$ cat src/rtl/ets_sweep_controller.sv
// Sweeps the ETS clock phase across a programmed range, taking one offset-sampler
// measurement per point and writing the one-count into the capture buffer.
module ets_sweep_controller #(
   parameter int ADDR_WIDTH    = 8,
   parameter int OFFSET_WIDTH  = 16,
   parameter int SETTLE_CYCLES = 16,
   parameter int ACK_TIMEOUT   = 1024
) (
   input  logic                    clk,
   input  logic                    reset,
   input  logic                    start,
   input  logic                    abort,
   input  logic [OFFSET_WIDTH-1:0] first_offset,
   input  logic [OFFSET_WIDTH-1:0] offset_step,
   input  logic [ADDR_WIDTH:0]     num_points,
   output logic [OFFSET_WIDTH-1:0] phase_offset,
   output logic                    phase_req,
   input  logic                    phase_ack,
   output logic                    sampler_request_run,
   input  logic                    sampler_running,
   input  logic                    sampler_result_ready,
   input  logic [31:0]             sampler_result,
   output logic                    wr_en,
   output logic [ADDR_WIDTH-1:0]   wr_addr,
   output logic [31:0]             wr_data,
   output logic                    busy,
   output logic                    done,
   output logic                    fault
);

   localparam int CNT_MAX = (ACK_TIMEOUT > SETTLE_CYCLES) ? ACK_TIMEOUT : SETTLE_CYCLES;
   localparam int CNT_W   = $clog2(CNT_MAX + 1);

   typedef enum logic [2:0] {
      S_IDLE, S_SET_PHASE, S_SETTLE, S_RUN, S_WAIT_RESULT, S_STORE, S_DRAIN, S_DONE
   } state_t;

   state_t                  state_q, state_d;
   logic [ADDR_WIDTH-1:0]   idx_q, idx_d;
   logic [OFFSET_WIDTH-1:0] off_q, off_d;
   logic [OFFSET_WIDTH-1:0] step_q, step_d;
   logic [ADDR_WIDTH:0]     np_q, np_d;
   logic [CNT_W-1:0]        cnt_q, cnt_d;
   logic [OFFSET_WIDTH-1:0] phase_offset_q, phase_offset_d;
   logic                    phase_req_q, phase_req_d;
   logic                    sampler_request_run_q, sampler_request_run_d;
   logic                    wr_en_q, wr_en_d;
   logic [ADDR_WIDTH-1:0]   wr_addr_q, wr_addr_d;
   logic [31:0]             wr_data_q, wr_data_d;
   logic                    busy_q, busy_d;
   logic                    done_q, done_d;
   logic                    fault_q, fault_d;

   always_comb begin
      state_d               = state_q;
      idx_d                 = idx_q;
      off_d                 = off_q;
      step_d                = step_q;
      np_d                  = np_q;
      cnt_d                 = cnt_q;
      phase_offset_d        = phase_offset_q;
      phase_req_d           = 1'b0;
      sampler_request_run_d = 1'b0;
      wr_en_d               = 1'b0;
      wr_addr_d             = wr_addr_q;
      wr_data_d             = wr_data_q;
      done_d                = 1'b0;
      fault_d               = fault_q;

      case (state_q)
         S_IDLE: begin
            if (start && !abort) begin
               off_d   = first_offset;
               step_d  = offset_step;
               np_d    = num_points;
               idx_d   = '0;
               cnt_d   = '0;
               fault_d = 1'b0;
               state_d = (num_points == '0) ? S_DONE : S_SET_PHASE;
            end
         end
         S_SET_PHASE: begin
            phase_offset_d = off_q;
            // Ack only counts once our own request is visible, so a stale ack
            // from the previous point cannot be taken for this one.
            if (abort) begin
               state_d = S_DONE;
            end else if (phase_req_q && phase_ack) begin
               cnt_d   = '0;
               state_d = S_SETTLE;
            end else if (phase_req_q && cnt_q == CNT_W'(ACK_TIMEOUT - 1)) begin
               fault_d = 1'b1;
               state_d = S_DONE;
            end else begin
               phase_req_d = 1'b1;
               if (phase_req_q) cnt_d = cnt_q + 1'b1;
            end
         end
         S_SETTLE: begin
            if (abort)                                       state_d = S_DONE;
            else if (cnt_q == CNT_W'(SETTLE_CYCLES - 1))     state_d = S_RUN;
            else                                             cnt_d   = cnt_q + 1'b1;
         end
         S_RUN: begin
            // A sampler left running by a reset must go idle before we request.
            if (abort)                                          state_d = S_DRAIN;
            else if (sampler_request_run_q && sampler_running)  state_d = S_WAIT_RESULT;
            else sampler_request_run_d = sampler_request_run_q | ~sampler_running;
         end
         S_WAIT_RESULT: begin
            if (abort) begin
               state_d = S_DRAIN;
            end else if (sampler_result_ready) begin
               wr_data_d = sampler_result;
               state_d   = S_STORE;
            end
         end
         S_STORE: begin
            wr_en_d   = 1'b1;
            wr_addr_d = idx_q;
            if (abort || {1'b0, idx_q} == np_q - 1'b1) begin
               state_d = S_DONE;
            end else begin
               idx_d   = idx_q + 1'b1;
               off_d   = off_q + step_q;
               cnt_d   = '0;
               state_d = S_SET_PHASE;
            end
         end
         S_DRAIN: begin
            if (!sampler_running && !sampler_result_ready) state_d = S_DONE;
         end
         S_DONE: begin
            done_d  = 1'b1;
            state_d = S_IDLE;
         end
         default: state_d = S_IDLE;
      endcase

      // busy stays up through the done pulse so the host never sees idle before done
      busy_d = (state_d != S_IDLE) | done_d;
   end

   always_ff @(posedge clk) begin
      if (reset) begin
         state_q               <= S_IDLE;
         idx_q                 <= '0;
         off_q                 <= '0;
         step_q                <= '0;
         np_q                  <= '0;
         cnt_q                 <= '0;
         phase_offset_q        <= '0;
         phase_req_q           <= 1'b0;
         sampler_request_run_q <= 1'b0;
         wr_en_q               <= 1'b0;
         wr_addr_q             <= '0;
         wr_data_q             <= '0;
         busy_q                <= 1'b0;
         done_q                <= 1'b0;
         fault_q               <= 1'b0;
      end else begin
         state_q               <= state_d;
         idx_q                 <= idx_d;
         off_q                 <= off_d;
         step_q                <= step_d;
         np_q                  <= np_d;
         cnt_q                 <= cnt_d;
         phase_offset_q        <= phase_offset_d;
         phase_req_q           <= phase_req_d;
         sampler_request_run_q <= sampler_request_run_d;
         wr_en_q               <= wr_en_d;
         wr_addr_q             <= wr_addr_d;
         wr_data_q             <= wr_data_d;
         busy_q                <= busy_d;
         done_q                <= done_d;
         fault_q               <= fault_d;
      end
   end

   assign phase_offset        = phase_offset_q;
   assign phase_req           = phase_req_q;
   assign sampler_request_run = sampler_request_run_q;
   assign wr_en               = wr_en_q;
   assign wr_addr             = wr_addr_q;
   assign wr_data             = wr_data_q;
   assign busy                = busy_q;
   assign done                = done_q;
   assign fault               = fault_q;

endmodule
$ cat config.mk
export PLATFORM = sky130hd
export DESIGN_NAME = ets_sweep_controller
export DESIGN_NICKNAME = d
export VERILOG_FILES = /design/src/rtl/ets_sweep_controller.sv
export SDC_FILE = /design/constraint.sdc
export NUM_CORES = 1
export LEC_CHECK = 0
export ABC_CLOCK_PERIOD_IN_PS = 3700
export CORE_MARGIN = 2
export CORE_UTILIZATION = 50
export CTS_CLUSTER_DIAMETER = 30
export CTS_CLUSTER_SIZE = 24
export DETAILED_ROUTE_END_ITERATION = 8
export PLACE_DENSITY_LB_ADDON = 0.05
export SETUP_SLACK_MARGIN = 0.2
export SKIP_CTS_REPAIR_TIMING = 1
export SLEW_MARGIN = 25
export SYNTH_ARGS = -nofsm -noshare
export SYNTH_HDL_FRONTEND = slang
export SYNTH_SLANG_ARGS = --single-unit
$ cat constraint.sdc
create_clock -name clk -period 3.7 [get_ports clk]
set_clock_uncertainty 0.1 [all_clocks]
set_input_delay 0.555 -clock clk [delete_from_list [all_inputs] [get_ports clk]]
set_output_delay 0.555 -clock clk [all_outputs]
set_load 0.02 [all_outputs]
# ---- Word level (Yosys, flattened, before mapping)
# Cells that the tools add are included.
dict set report totals {
  elab_cells 103
  register_bits 125
  out_inout_bits 62
  in_bits 80
}
dict set report op_classes {
  reduce_logical 22
  n_eq_ne 19
  add_sub_neg 4
  n_mux 37
  n_bitwise 6
}
# operator n
set ops {}
lappend ops {{11-bit 2-to-1 mux} 8}
lappend ops {{11-bit one-hot mux with 4 select lines} 1}
lappend ops {{3-bit 2-to-1 mux} 13}
lappend ops {{16-bit 2-to-1 mux} 2}
lappend ops {{16-bit one-hot mux with 2 select lines} 1}
lappend ops {{3-bit one-hot mux with 8 select lines} 1}
lappend ops {{16-bit adder} 1}
lappend ops {{8-bit 2-to-1 mux} 2}
lappend ops {{8-bit one-hot mux with 2 select lines} 1}
lappend ops {{2-bit != test, second input constant} 7}
lappend ops {{3-bit equality test, second input constant} 4}
lappend ops {{11-bit by 1-bit adder with 11-bit output, second input constant} 1}
lappend ops {{11-bit by 10-bit equality test with 1-bit output, second input constant} 1}
lappend ops {{11-bit by 4-bit equality test with 1-bit output, second input constant} 1}
lappend ops {{8-bit by 9-bit equality test with 1-bit output} 1}
lappend ops {{9-bit zero test} 1}
lappend ops {{9-bit by 1-bit subtractor with 9-bit output, second input constant} 1}
lappend ops {{8-bit by 1-bit adder with 8-bit output, second input constant} 1}
lappend ops {{8-bit AND reduction} 1}
lappend ops {{4-bit OR reduction} 2}
lappend ops {{1-bit 2-to-1 mux} 7}
lappend ops {{3-bit by 2-bit equality test with 1-bit output, second input constant} 2}
lappend ops {{3-bit != test, second input constant} 2}
lappend ops {{3-bit AND reduction} 2}
lappend ops {{13 further kinds} 24}

# ---- Longest topological paths before layout
# Gate-level depths: netlist (run 1).
dict set report depth {
  ltp_word 8
  depth_mapped 11
  mapped_depth_nobuf 11
}

# ---- Worst setup path after synthesis (run 1)
# No wires, ideal clock.
dict set report synth_timing {
  kind {reg-to-reg}
  from {reg np_q[0]}
  to {reg idx_q[6]}
  stages_incl_launch_ff 12
  required_time_ps 3479
  setup_slack_ps 1057
  setup_ps 121
  arrival_ps 2422
  path_buffers 1
  synth_period_minus_slack_ps 2643
  cell_sequence {dfxtp_1 -> inv_1 -> ha_1 -> nor2b_1 -> or3_1 -> a31o_2 -> or2_1 -> o41a_4 -> buf_4 -> nand4_1 -> xor2_1 -> nor2_1}
}
dict set report synth_between {
  elab_chain_len 5
}
# item line_no
set synth_lines {}
lappend synth_lines {{start: declaration} 42} ;# logic [ADDR_WIDTH:0] np_q, np_d;
lappend synth_lines {{start signal: assignment} 166} ;# np_q <= np_d;
lappend synth_lines {{9-bit by 1-bit subtractor with 9-bit output} 121} ;# if (abort || {1'b0, idx_q} == np_q - 1'b1) begin
lappend synth_lines {{8-bit by 9-bit equality test with 1-bit output} 121}
lappend synth_lines {{1-bit logical OR} 121}
lappend synth_lines {{2-bit != test (no line)} --}
lappend synth_lines {{3-bit AND reduction (no line)} --}
lappend synth_lines {{end signal: assignment} 163} ;# idx_q <= idx_d;
lappend synth_lines {{end: declaration} 39} ;# logic [ADDR_WIDTH-1:0] idx_q, idx_d;
# Every way passes these cells.
# A chain may end at the register's enable or synchronous reset.

# ---- Worst setup path in the final report (run 1)
dict set report layout_timing {
  from {reg np_q[0]}
  to {reg off_q[15]}
}
dict set report layout_between {
  elab_chain_len 5
}
# item line_no
set layout_lines {}
lappend layout_lines {{9-bit by 1-bit subtractor with 9-bit output} 121}
lappend layout_lines {{8-bit by 9-bit equality test with 1-bit output} 121}
lappend layout_lines {{1-bit logical OR} 121}
lappend layout_lines {{2-bit != test (no line)} --}
lappend layout_lines {{3-bit AND reduction (no line)} --}
lappend layout_lines {{end signal: assignment} 148} ;# off_q <= '0;
lappend layout_lines {{end signal: assignment} 164} ;# off_q <= off_d;
lappend layout_lines {{end: declaration} 40} ;# logic [OFFSET_WIDTH-1:0] off_q, off_d;
# Every way passes these cells.

==> summary.md, run 1 <==
| Metric | Value |
|---|---|
| Clock Latency Late Sink | roughly 420 ps |
| Sink Count | between 100 and 150 |
| Area leader, netlist | dfxtp_1 |
| Leakage | approximately 2.9 nW |
| Ports | 142 |
| Critical Path Stages | 10 |
| GRT Overall Usage | roughly a quarter |
| Count leader, synth | nand2_1 |
| Design Area, Final | approximately 8000 um2 |
| Min cycle time layout | approximately 3100 ps |
| Critical Path Start Type | register |
| Clk pwr share | 37.3% |
| DRT Pass-1 Iters | 5 |
| Die Wd | approximately 110 um |
| Yosys reg bits | 125 |
| Area growth, synth to finish | 34.5% |
| Hold Path Stages | 2 |
| First-pass GRT wire length | about 26000 um |
| Worst Path Required | about 3900 ps |
| PortBufs | between 100 and 150 |
| Crit path buf inv count | 1 |
| Share of layout cells above drive strength 1 | under 10% |
| Cells after synthesis | 757 |
| Antenna Cells | 0 |
| Switch share | a little under a third |
| P_int | around 3.0 mW |
| Placed cell count | between 1000 and 1500 |
| FILL cells | 914 |
| Setup tns final | 0 ps |
| Crit path largest cell delay | between 500 and 600 ps |
| Worst Max-Slew Pin Slew | between 700 and 800 ps |
| Hold slack final | between 300 and 400 ps |
| CTS clk-pin slew, worst paths | 50 ps |
| Outcome | complete, no violations |
| Number of synthesized flops with an enable pin | 0 |
| Site Rows | 39 |
| RSZ-0062 raised after global routing | no |
| VDD IR-drop max | 0.659 mV |
| NetSw | approximately 1.3 mW |
| Count of pins over their slew limit | 0 |
| Pre-CTS setup slack | 650 ps |
| Highest clock rate | around 330 MHz |
| Sequential share of power | a little under two fifths |
| DRT antenna net count | 0 |
| Crit Path Max Fanout | 42 |
| Vias | approximately 5700 |
| Ys Warns | 0 |
| CTS tree | done |
| Synth top cells by count | 198 x nand2_1, 125 x dfxtp_1, 110 x a21oi_1, 54 x nor2_1, 40 x clkbuf_1 |
| Power Dens Cells | between 500 and 600 nW/um2 |
| Max-slew headroom | between 40% and 50% |
| CP Cell Sequence | inv_1 > ha_1 > nor2b_1 > or3_1 > a31o_2 > or2_1 > o41a_4 > nand4_1 > o21ai_0 > a221oi_2 |
| DR DRC count | 0 |
| CTS root buf | clkbuf_16 |
| H-Tree Depth | 4 |
| Reg2reg path depth | 10 |
| Die span in y | 113 um |
| CP endpoint kind | register |
| Final setup violating endpoints | 0 |
| Largest cells by area after synthesis | dfxtp_1 42%, nand2_1 13%, a21oi_1 9.3%, ha_1 3.8%, nor2_1 3.4% |
| Post-DP HPWL | around 11000 um |
| Hold WC Path Type | reg -> reg |
| Total gr overflow | 0 |
| Seq/Total Area, Yosys | 42.2% |
| Initial core utilization | about half |
| Initial DRC count | around 420 |
| Syn_nets | about 860 |
| Largest net degree at the start of global routing | 77 |
| Crit Path Class | reg -> reg |
| Clk buf depth | 2 |
| Post-synth ARST share | 0% |
| Antenna violations before repair | 0 |
| Worst Setup Slack, final | 644 ps |
| Synth unique cells | a little over 60 |
| CORE AREA | 11500 um2 |
| Combinational share of power | between 20 and 30% |
| Synthesized area | a little under 6000 um2 |
| CP max-delay cell | o41a_4 |
| Final Total Pwr | around 4.3 mW |
| Number of global-route vias before repair | 5443 |
| Routed WL | between 15000 and 20000 um |
| Routed WL per cell | approximately 15 um |
| Post-synth top area share | around 42% |
| Vias per cell | around 5.5 |
| Final number of hold-violating endpoints | 0 |
| Synth Area per Inst | around 8 um2 |
| Main flop type after synthesis | dfxtp_1 |
| Arr. time, crit path | around 3300 ps |
| Die area | around 13000 um2 |
| Final net count | a little under 1000 |
| Final period utilization | between 80 and 90% |
| Final core utilization | a little over two thirds |
| RD Place Congestion | 0.872 |
| Max Cap Viol | 0 |
| CTS Buf Count | 17 |
| Area of placed instances | roughly 7400 um2 |
| Final std cells w/o fill | about 1000 |
| Top delay family on crit path | compound AO/OA/AOI/OAI gates |
==> layout by cell type (no fill, tap or decap), types with 5 or more instances in the layout <==
cell type	n
nand2_1	198
dfxtp_1	125
clkbuf_16	17
o21ai_0	15
a31oi_1	11
a21oi_1	110
and3_1	7
buf_4	11
nor2b_1	8
a211oi_1	7
xor2_1	19
nand3_1	9
nand2b_1	5
clkdlybuf4s50_1	140
nor3_1	9
nor3_2	5
inv_1	13
xnor2_1	14
nor2_1	54
nand4_1	10
ha_1	18
nor4_1	7
a311oi_1	11
==> cells by family after synthesis <==
family                   Yosys count  share of synthesized area, %
AO/OA/AOI/OAI                    185                          19.0
flip-flops                       125                          42.2
multiplexers                       2                         0.338
XOR/XNOR                          33                          4.88
adder cells (fa/ha/maj)           19                          4.14
AND/OR/NAND/NOR                  334                          25.2
buffers and inverters             59                          4.16
==> flip-flops by register name, indices dropped and copies added (netlist names), 3 cells and up <==
name,cells
cnt_q,11
idx_q,8
np_q,9
off_q,16
phase_offset,16
state_q,3
step_q,16
wr_addr,8
wr_data,32
==> worst paths after layout <==
| check | startpoint | to | slack, ps |
|---|---|---|---|
| worst max-delay path | np_q[0] | off_q[15] | 640 |
| worst min-delay path | wr_data[30] | wr_data[30] | 350 |
| worst max register to register | np_q[0] | off_q[15] | 640 |
| worst min register to register | wr_data[30] | wr_data[30] | 350 |
==> power groups by stage <==
| stage | registers [mW] | logic, mW | clock network [mW] |
|---|---|---|---|
| after floorplan | 1.60 | 0.761 | 0 |
| after global placement | 1.61 | 1.05 | 0 |
| after detailed placement | 1.62 | 1.09 | 0 |
| after CTS | 1.59 | 1.10 | 1.63 |
| after global routing | 1.61 | 1.21 | 1.69 |
| final | 1.59 | 1.10 | 1.60 |
==> metal layers <==
layer  global-route usage (%)  part of all wire [%]  up-vias
met3                     7.66                   7.0       27
li1                         -                     -     2853
met2                     39.0                    46      197
met4                     9.02                   1.7        0
met5                        0                     0        -
met1                     31.8                    45     2633
==> worst register-to-register path, cell delays in order, from the launching register on <==
cell	delay, ps
dfxtp_1	390
inv_1	70
ha_1	260
nor2b_1	160
or3_1	350
a31o_2	250
or2_1	270
o41a_4	560
nand4_1	180
o21ai_0	120
a221oi_2	270
==> area by class of cell <==
cell class	count	area, um2	area share, %
multi-input combinational	573	3170	39.9
sequential	125	2500	31.4
timing repair buffer	151	1480	18.6
clock buffer	23	488	6.13
tap	143	179	2.25
clock inverter	7	87.6	1.10
inverter	13	48.8	0.613
No activity file was read; power rests on OpenSTA's default activity.
==> inputs of run 2 (changes only) <==
--- a/config.mk
+++ b/config.mk
@@ -5,9 +5,9 @@
 export SDC_FILE = /design/constraint.sdc
 export NUM_CORES = 1
 export LEC_CHECK = 0
-export ABC_CLOCK_PERIOD_IN_PS = 3700
+export ABC_CLOCK_PERIOD_IN_PS = 2500
 export CORE_MARGIN = 2
-export CORE_UTILIZATION = 50
+export CORE_UTILIZATION = 45
 export CTS_CLUSTER_DIAMETER = 30
 export CTS_CLUSTER_SIZE = 24
 export DETAILED_ROUTE_END_ITERATION = 8
==> constraint.sdc (replaced) <==
create_clock -name clk -period 2.5 [get_ports clk]
set_clock_uncertainty 0.1 [all_clocks]
set_input_delay 0.375 -clock clk [delete_from_list [all_inputs] [get_ports clk]]
set_output_delay 0.375 -clock clk [all_outputs]
set_load 0.02 [all_outputs]
==> run 2 against run 1 <==
Compared with the run above:
- the run now ends with setup timing left
- register-to-register slack got worse by 880 ps
- utilization decreased by 1.7 points
- non-clock buffer count increased by 48
- largest cell class unchanged
- routed wire length increased by 9.6%
- combinational power increased by 85%
- clock-buffer cell count decreased by 1
- first-iteration DRC count decreased by 20%
- power increased by 61%
- critical path depth increased by 2
- fmax increased by 11%
==> summary.md, run 2 (synthesis results as in run 1) <==
| Metric | Value |
|---|---|
| Combinational share of power | 29.5% (was 25.6%) |
| Final core utilization | 67.7% (was 69.4%) |
| Sink Count | 125 (unchanged) |
| Ports | 142 (unchanged) |
| Highest clock rate | 365 MHz (was 327 MHz) |
| Largest net degree at the start of global routing | 67 (was 77) |
| RSZ-0062 raised after global routing | yes (was no) |
| CP Cell Sequence | inv_2 > ha_4 > nor2b_4 > or3_1 > a31o_2 > or2_4 > o41ai_2 > buf_4 > buf_4 > nor3_2 > xnor2_1 > nor2_1 (was inv_1 > ha_1 > nor2b_1 > or3_1 > a31o_2 > or2_1 > o41a_4 > nand4_1 > o21ai_0 > a221oi_2) |
| First-pass GRT wire length | 26800 um (was 25500 um) |
| Top delay family on crit path | simple AND/OR/NAND/NOR gates (was compound AO/OA/AOI/OAI gates) |
| Max-slew headroom | 49.5% (was 48.8%) |
| Vias per cell | 5.35 (was 5.52) |
| Leakage | 3.17 nW (was 2.85 nW) |
| GRT Overall Usage | 23.4% (was 24.6%) |
| CTS tree | done (unchanged) |
| CTS clk-pin slew, worst paths | 50 ps (about the same) |
| Crit path buf inv count | 3 (was 1) |
| Setup tns final | -5090 ps (was 0 ps) |
| Min cycle time layout | 2740 ps (was 3060 ps) |
| Count of pins over their slew limit | 0 (unchanged) |
| RD Place Congestion | 0.910 (was 0.872) |
| Crit Path Class | reg -> reg (unchanged) |
| Outcome | finished with violations (was complete, no violations) |
| CTS root buf | clkbuf_16 (unchanged) |
| CTS Buf Count | 17 (unchanged) |
| Commonest non-fill, non-tap cell in the layout | nand2_1 (unchanged) |
| P_int | 4.73 mW (was 2.97 mW) |
| Area growth, synth to finish | 45.5% (was 34.5%) |
| Max Cap Viol | 0 (unchanged) |
| Failing checks | setup timing |
| Die Wd | 119 um (was 113 um) |
| Largest register FFs | 32 (unchanged) |
| Final number of hold-violating endpoints | 0 (unchanged) |
| FILL cells | 1118 (was 914) |
| Site Rows | 41 (was 39) |
| NetSw | 2.18 mW (was 1.33 mW) |
| Routed WL | 17000 um (was 15500 um) |
| Final period utilization | 110% (was 82.6%) |
| Most frequent CP cell | buf_4 |
| Clock Latency Late Sink | 420 ps (about the same) |
| DR DRC count | 0 (unchanged) |
| Routed WL per cell | 15.2 um (was 15.0 um) |
| Final net count | 1029 (was 980) |
| Design Area, Final | 8620 um2 (was 7960 um2) |
| Arr. time, crit path | 2940 ps (was 3290 ps) |
| Worst Setup Slack, final | -241 ps (was 644 ps) |
| VDD IR-drop max | 0.425 mV (was 0.659 mV) |
| Vias | 5970 (was 5710) |
| PortBufs | 141 (unchanged) |
| Clk buf depth | 2 (unchanged) |
| CP endpoint kind | register (unchanged) |
| Placed cell count | 1079 (was 1005) |
| Sequential share of power | 33.9% (was 37.1%) |
| Initial core utilization | 46.6% (was 51.7%) |
| Final Total Pwr | 6.90 mW (was 4.30 mW) |
| Share of layout cells above drive strength 1 | 15.1% (was 6.50%) |
| Hold slack final | 350 ps (was 351 ps) |
| Switch share | 31.5% (was 30.9%) |
| DRT Pass-1 Iters | 5 (unchanged) |
| Die span in y | 119 um (was 113 um) |
| Antenna violations before repair | 0 (unchanged) |
| Crit path largest cell delay | 390 ps (was 560 ps) |
| Area of placed instances | 7780 um2 (was 7390 um2) |
| Power Dens Cells | 801 nW/um2 (was 540 nW/um2) |
| Worst Path Required | 2700 ps (was 3930 ps) |
| DRT antenna net count | 0 (unchanged) |
| Total gr overflow | 0 (unchanged) |
| Initial DRC count | 335 (was 419) |
| Critical Path Start Type | register (unchanged) |
| Most frequent cells in the layout | 198 x nand2_1, 140 x clkdlybuf4s50_1, 121 x dfxtp_1 (was 198 x nand2_1, 140 x clkdlybuf4s50_1, 125 x dfxtp_1) |
| Worst Max-Slew Pin Slew | 757 ps (was 768 ps) |
| Antenna Cells | 0 (unchanged) |
| Die area | 14100 um2 (was 12700 um2) |
| Final std cells w/o fill | 1115 (was 1035) |
| Final setup violating endpoints | 35 (was 0) |
| Pre-CTS setup slack | -166 ps (was 650 ps) |
| CORE AREA | 12700 um2 (was 11500 um2) |
| Crit Path Max Fanout | 7 (was 42) |
| Clk pwr share | 36.6% (was 37.3%) |
| Hold WC Path Type | reg -> reg (unchanged) |
| CP max-delay cell | o41ai_2 (was o41a_4) |
| Number of global-route vias before repair | 5702 (was 5443) |
| Post-DP HPWL | 11800 um (was 10800 um) |
| H-Tree Depth | 4 (unchanged) |
run 2: changes by cell type in the layout (fill, tap and decap cells not counted), moves of 3 or more:
cell / before / now
buf_4: 11 / 56
a21oi_1: 110 / 107
a311oi_2: 0 / 5
dfxtp_2: 0 / 4
nor2_1: 54 / 46
nor2_2: 1 / 6
a311oi_1: 11 / 6
dfxtp_1: 125 / 121
nor2_4: 0 / 3
a21oi_2: 0 / 3
run 2: routing by layer:
layer | global-route usage, % | vias up | wire [um]
met5 | 0 | - | 0
met2 | 38.5 | 217 | 8050
met3 | 6.42 | 32 | 1230
li1 | - | 2961 | -
met1 | 29.1 | 2760 | 7330
met4 | 9.23 | 0 | 371
run 2: power groups by stage:
stage / clock network [mW] / logic [mW] / registers [mW]
6_report: 2.53 / 2.03 / 2.34
5_1_grt: 2.66 / 2.22 / 2.36
4_1_cts: 2.57 / 1.84 / 2.32
3_5_place_dp: 0 / 1.83 / 2.37
3_3_place_gp: 0 / 1.79 / 2.36
2_1_floorplan: 0 / 1.14 / 2.37
run 2: area by class of cell:
| cell class | instances | area [um2] | share of cell area, % |
|---|---|---|---|
| clock buffer | 22 | 474 | 5.50 |
| sequential | 125 | 2510 | 29.1 |
| clock inverter | 10 | 136 | 1.58 |
| inverter | 13 | 48.8 | 0.566 |
| timing repair buffer | 199 | 1870 | 21.7 |
| tap | 172 | 215 | 2.50 |
| multi-input combinational | 574 | 3370 | 39.1 |
run 2: worst paths after layout:
| path | depth (start not counted) | start | endpoint | slack, ps |
|---|---|---|---|---|
| setup reg to reg | 12 | np_q[1] | cnt_q[8] | -240 |
| hold reg to reg | 2 | phase_offset[5] | phase_offset[5] | 350 |
| setup / recovery | 12 | np_q[1] | cnt_q[8] | -240 |
| hold / removal | 2 | phase_offset[5] | phase_offset[5] | 350 |
run 2: tightest hold or removal path, cell delays in order, from the launching register on:
cell and delay, ps:
dfxtp_1 300, nand2_1 50, a21oi_1 50
==> inputs of run 3 (changes only) <==
--- a/config.mk
+++ b/config.mk
@@ -11,6 +11,7 @@
 export CTS_CLUSTER_DIAMETER = 30
 export CTS_CLUSTER_SIZE = 24
 export DETAILED_ROUTE_END_ITERATION = 8
+export GPL_TIMING_DRIVEN = 0
 export PLACE_DENSITY_LB_ADDON = 0.05
 export SETUP_SLACK_MARGIN = 0.2
 export SKIP_CTS_REPAIR_TIMING = 1
==> run 3 against run 2 <==
Compared with the run above:
- the run still ends with setup timing left
- clock power shrank 3%
- critical path depth is 1 lower
- setup slack gained 5.8 ps
- non-clock buffer count fell by 3
==> summary.md, run 3 (synthesis results as in run 1) <==
| Metric | Value |
|---|---|
| Count of pins over their slew limit | 0 (unchanged) |
| Worst r2r dst | idx_q[3] (was cnt_q[8]) |
| Top delay family on crit path | simple AND/OR/NAND/NOR gates (unchanged) |
| Hold path start | wr_data[10] (was phase_offset[5]) |
| Max Cap Viol | 0 (unchanged) |
| Critical Path Start Type | register (unchanged) |
| Arr. time, crit path | 2930 ps (was 2940 ps) |
| FILL cells | 1112 (was 1118) |
| Reg2reg path depth | 11 (was 12) |
| Final net count | 1025 (was 1029) |
| Worst Setup Slack, final | -236 ps (was -241 ps) |
| Failing checks | setup timing (unchanged) |
| CP Cell Sequence | inv_2 > ha_4 > nor2b_1 > or3_1 > a31o_2 > or2_4 > o41a_4 > buf_8 > nand4_1 > xor2_1 > nor2_1 (was inv_2 > ha_4 > nor2b_4 > or3_1 > a31o_2 > or2_4 > o41ai_2 > buf_4 > buf_4 > nor3_2 > xnor2_1 > nor2_1) |
| Number of global-route vias before repair | 5772 (was 5702) |
| Worst Max-Slew Pin Slew | 637 ps (was 757 ps) |
| Sink Count | 125 (unchanged) |
| CP endpoint kind | register (unchanged) |
| Commonest non-fill, non-tap cell in the layout | nand2_1 (unchanged) |
| Hold Path End | wr_data[10] (was phase_offset[5]) |
| CTS tree | done (unchanged) |
| Min cycle time layout | 2740 ps (about the same) |
| DRT antenna net count | 0 (unchanged) |
| PortBufs | 141 (unchanged) |
| RSZ-0062 raised after global routing | yes (unchanged) |
| CTS clk-pin slew, worst paths | 50 ps (about the same) |
| Die span in y | 119 um (unchanged) |
| Crit Path Max Fanout | 9 (was 7) |
| Final number of hold-violating endpoints | 0 (unchanged) |
| Routed WL | 17400 um (was 17000 um) |
| Largest net degree at the start of global routing | 17 (was 67) |
| DRT Pass-1 Iters | 6 (was 5) |
| Crit path largest cell delay | 510 ps (was 390 ps) |
| Hold WC Path Type | reg -> reg (unchanged) |
| First-pass GRT wire length | 27700 um (was 26800 um) |
| Vias per cell | 5.37 (was 5.35) |
| Hold slack final | 353 ps (was 350 ps) |
| RR Startpoint | np_q[0] (was np_q[1]) |
| Largest register FFs | 32 (unchanged) |
| Share of layout cells above drive strength 1 | 11.0% (was 15.1%) |
| Routed WL per cell | 15.7 um (was 15.2 um) |
| Die area | 14100 um2 (unchanged) |
| DR DRC count | 0 (unchanged) |
| GRT Overall Usage | 24.3% (was 23.4%) |
| Worst Path Required | 2700 ps (about the same) |
| Area growth, synth to finish | 42.9% (was 45.5%) |
| Final setup violating endpoints | 35 (unchanged) |
| Site Rows | 41 (unchanged) |
| Leakage | 3.04 nW (was 3.17 nW) |
| Register Area | 2510 um2 (about the same) |
| Max-slew headroom | 57.6% (was 49.5%) |
| Hold Path Stages | 2 (unchanged) |
| Clk buf depth | 2 (unchanged) |
| CTS Buf Count | 17 (unchanged) |
| H-Tree Depth | 4 (unchanged) |
| Multi-input gate area | 3400 um2 (was 3370 um2) |
| Final period utilization | 109% (was 110%) |
| Post-DP HPWL | 12500 um (was 11800 um) |
| Placed cell count | 1070 (was 1079) |
| CTS root buf | clkbuf_16 (unchanged) |
| Total gr overflow | 0 (unchanged) |
| RD Place Congestion | 0.922 (was 0.910) |
| Antenna Cells | 0 (unchanged) |
| Initial DRC count | 451 (was 335) |
| Vias | 5955 (was 5970) |
| Crit path buf inv count | 2 (was 3) |
| Setup tns final | -5480 ps (was -5090 ps) |
| Outcome | finished with violations (unchanged) |
| Worst R2R Setup Slack | -240 ps (about the same) |
| Final Total Pwr | 6.81 mW (was 6.90 mW) |
| Initial core utilization | 46.6% (unchanged) |
| CORE AREA | 12700 um2 (unchanged) |
| CP max-delay cell | o41a_4 (was o41ai_2) |
| Final std cells w/o fill | 1109 (was 1115) |
| Antenna violations before repair | 0 (unchanged) |
| Ports | 142 (unchanged) |
| Power Dens Cells | 805 nW/um2 (was 801 nW/um2) |
| Crit Path Class | reg -> reg (unchanged) |
| Clock Latency Late Sink | 420 ps (about the same) |
| Die Wd | 119 um (unchanged) |
| Most frequent cells in the layout | 198 x nand2_1, 141 x clkdlybuf4s50_1, 122 x dfxtp_1 (was 198 x nand2_1, 140 x clkdlybuf4s50_1, 121 x dfxtp_1) |
| VDD IR-drop max | 0.501 mV (was 0.425 mV) |
| Highest clock rate | 366 MHz (was 365 MHz) |
==> run 3: cell types whose count changed in the layout (fill, tap and decap cells not counted), sizes merged <==
cell / before / now
buf: 59 / 15
clkbuf: 22 / 59
clkdlybuf4s50: 140 / 141
clkinv: 3 / 5
inv: 14 / 13
o41a: 2 / 1
==> run 3: cell type report <==
cell class | instances | area share [%]
plain buffers | 46 | 2.59
clock buffers | 19 | 5.23
clock inverters | 11 | 1.71
inverters | 13 | 0.577
multi-input cells | 573 | 40.1
flip-flops and latches | 125 | 29.6
well taps | 172 | 2.54
repair buffers | 150 | 17.6
==> run 3: worst register-to-register path, delay by kind of cell, from the launching register on <==
| family | cells | cell delay [ps] |
|---|---|---|
| flip-flops | 1 | 370 |
| buffers and inverters | 2 | 190 |
| adder cells (fa/ha/maj) | 1 | 170 |
| AO/OA/AOI/OAI | 2 | 730 |
| XOR/XNOR | 1 | 190 |
| AND/OR/NAND/NOR | 5 | 880 |
==> run 3: worst max path at each step <==
stage	cells past startpoint	slack (ps)	to	startpoint
global route	12	-340	cnt_q[8]	np_q[0]
finish	11	-240	idx_q[3]	np_q[0]
detailed placement	9	-340	cnt_q[1]	np_q[0]
floorplan	11	20	idx_q[6]	np_q[0]
global placement	10	-330	cnt_q[7]	np_q[1]
CTS	10	-400	cnt_q[8]	np_q[0]
==> run 3: per-stage QoR <==
step / worst slack (ps) / instance area [um2] / util [%]
after floorplan: 24.2 / 5940 / -
after global placement: -335 / 7570 / 59.5
after detailed placement: -345 / 7570 / 59.5
after CTS: -405 / 8160 / 64.1
after global routing: -345 / 8460 / 66.5
final: -236 / 8460 / 66.5
==> run 3: routing by layer <==
layer	share of wire (%)	up-vias	GRT usage (%)
met4	2.0	0	7.96
met5	0	-	0
met2	49	192	41.8
met3	5.3	33	5.69
met1	44	2795	30.0
li1	-	2935	-
==> run 3: where the power goes <==
part,switching [mW],internal [mW]
Clock,0.879,1.58
Sequential,0.133,2.17
Combinational,1.20,0.855
Total,2.21,4.60
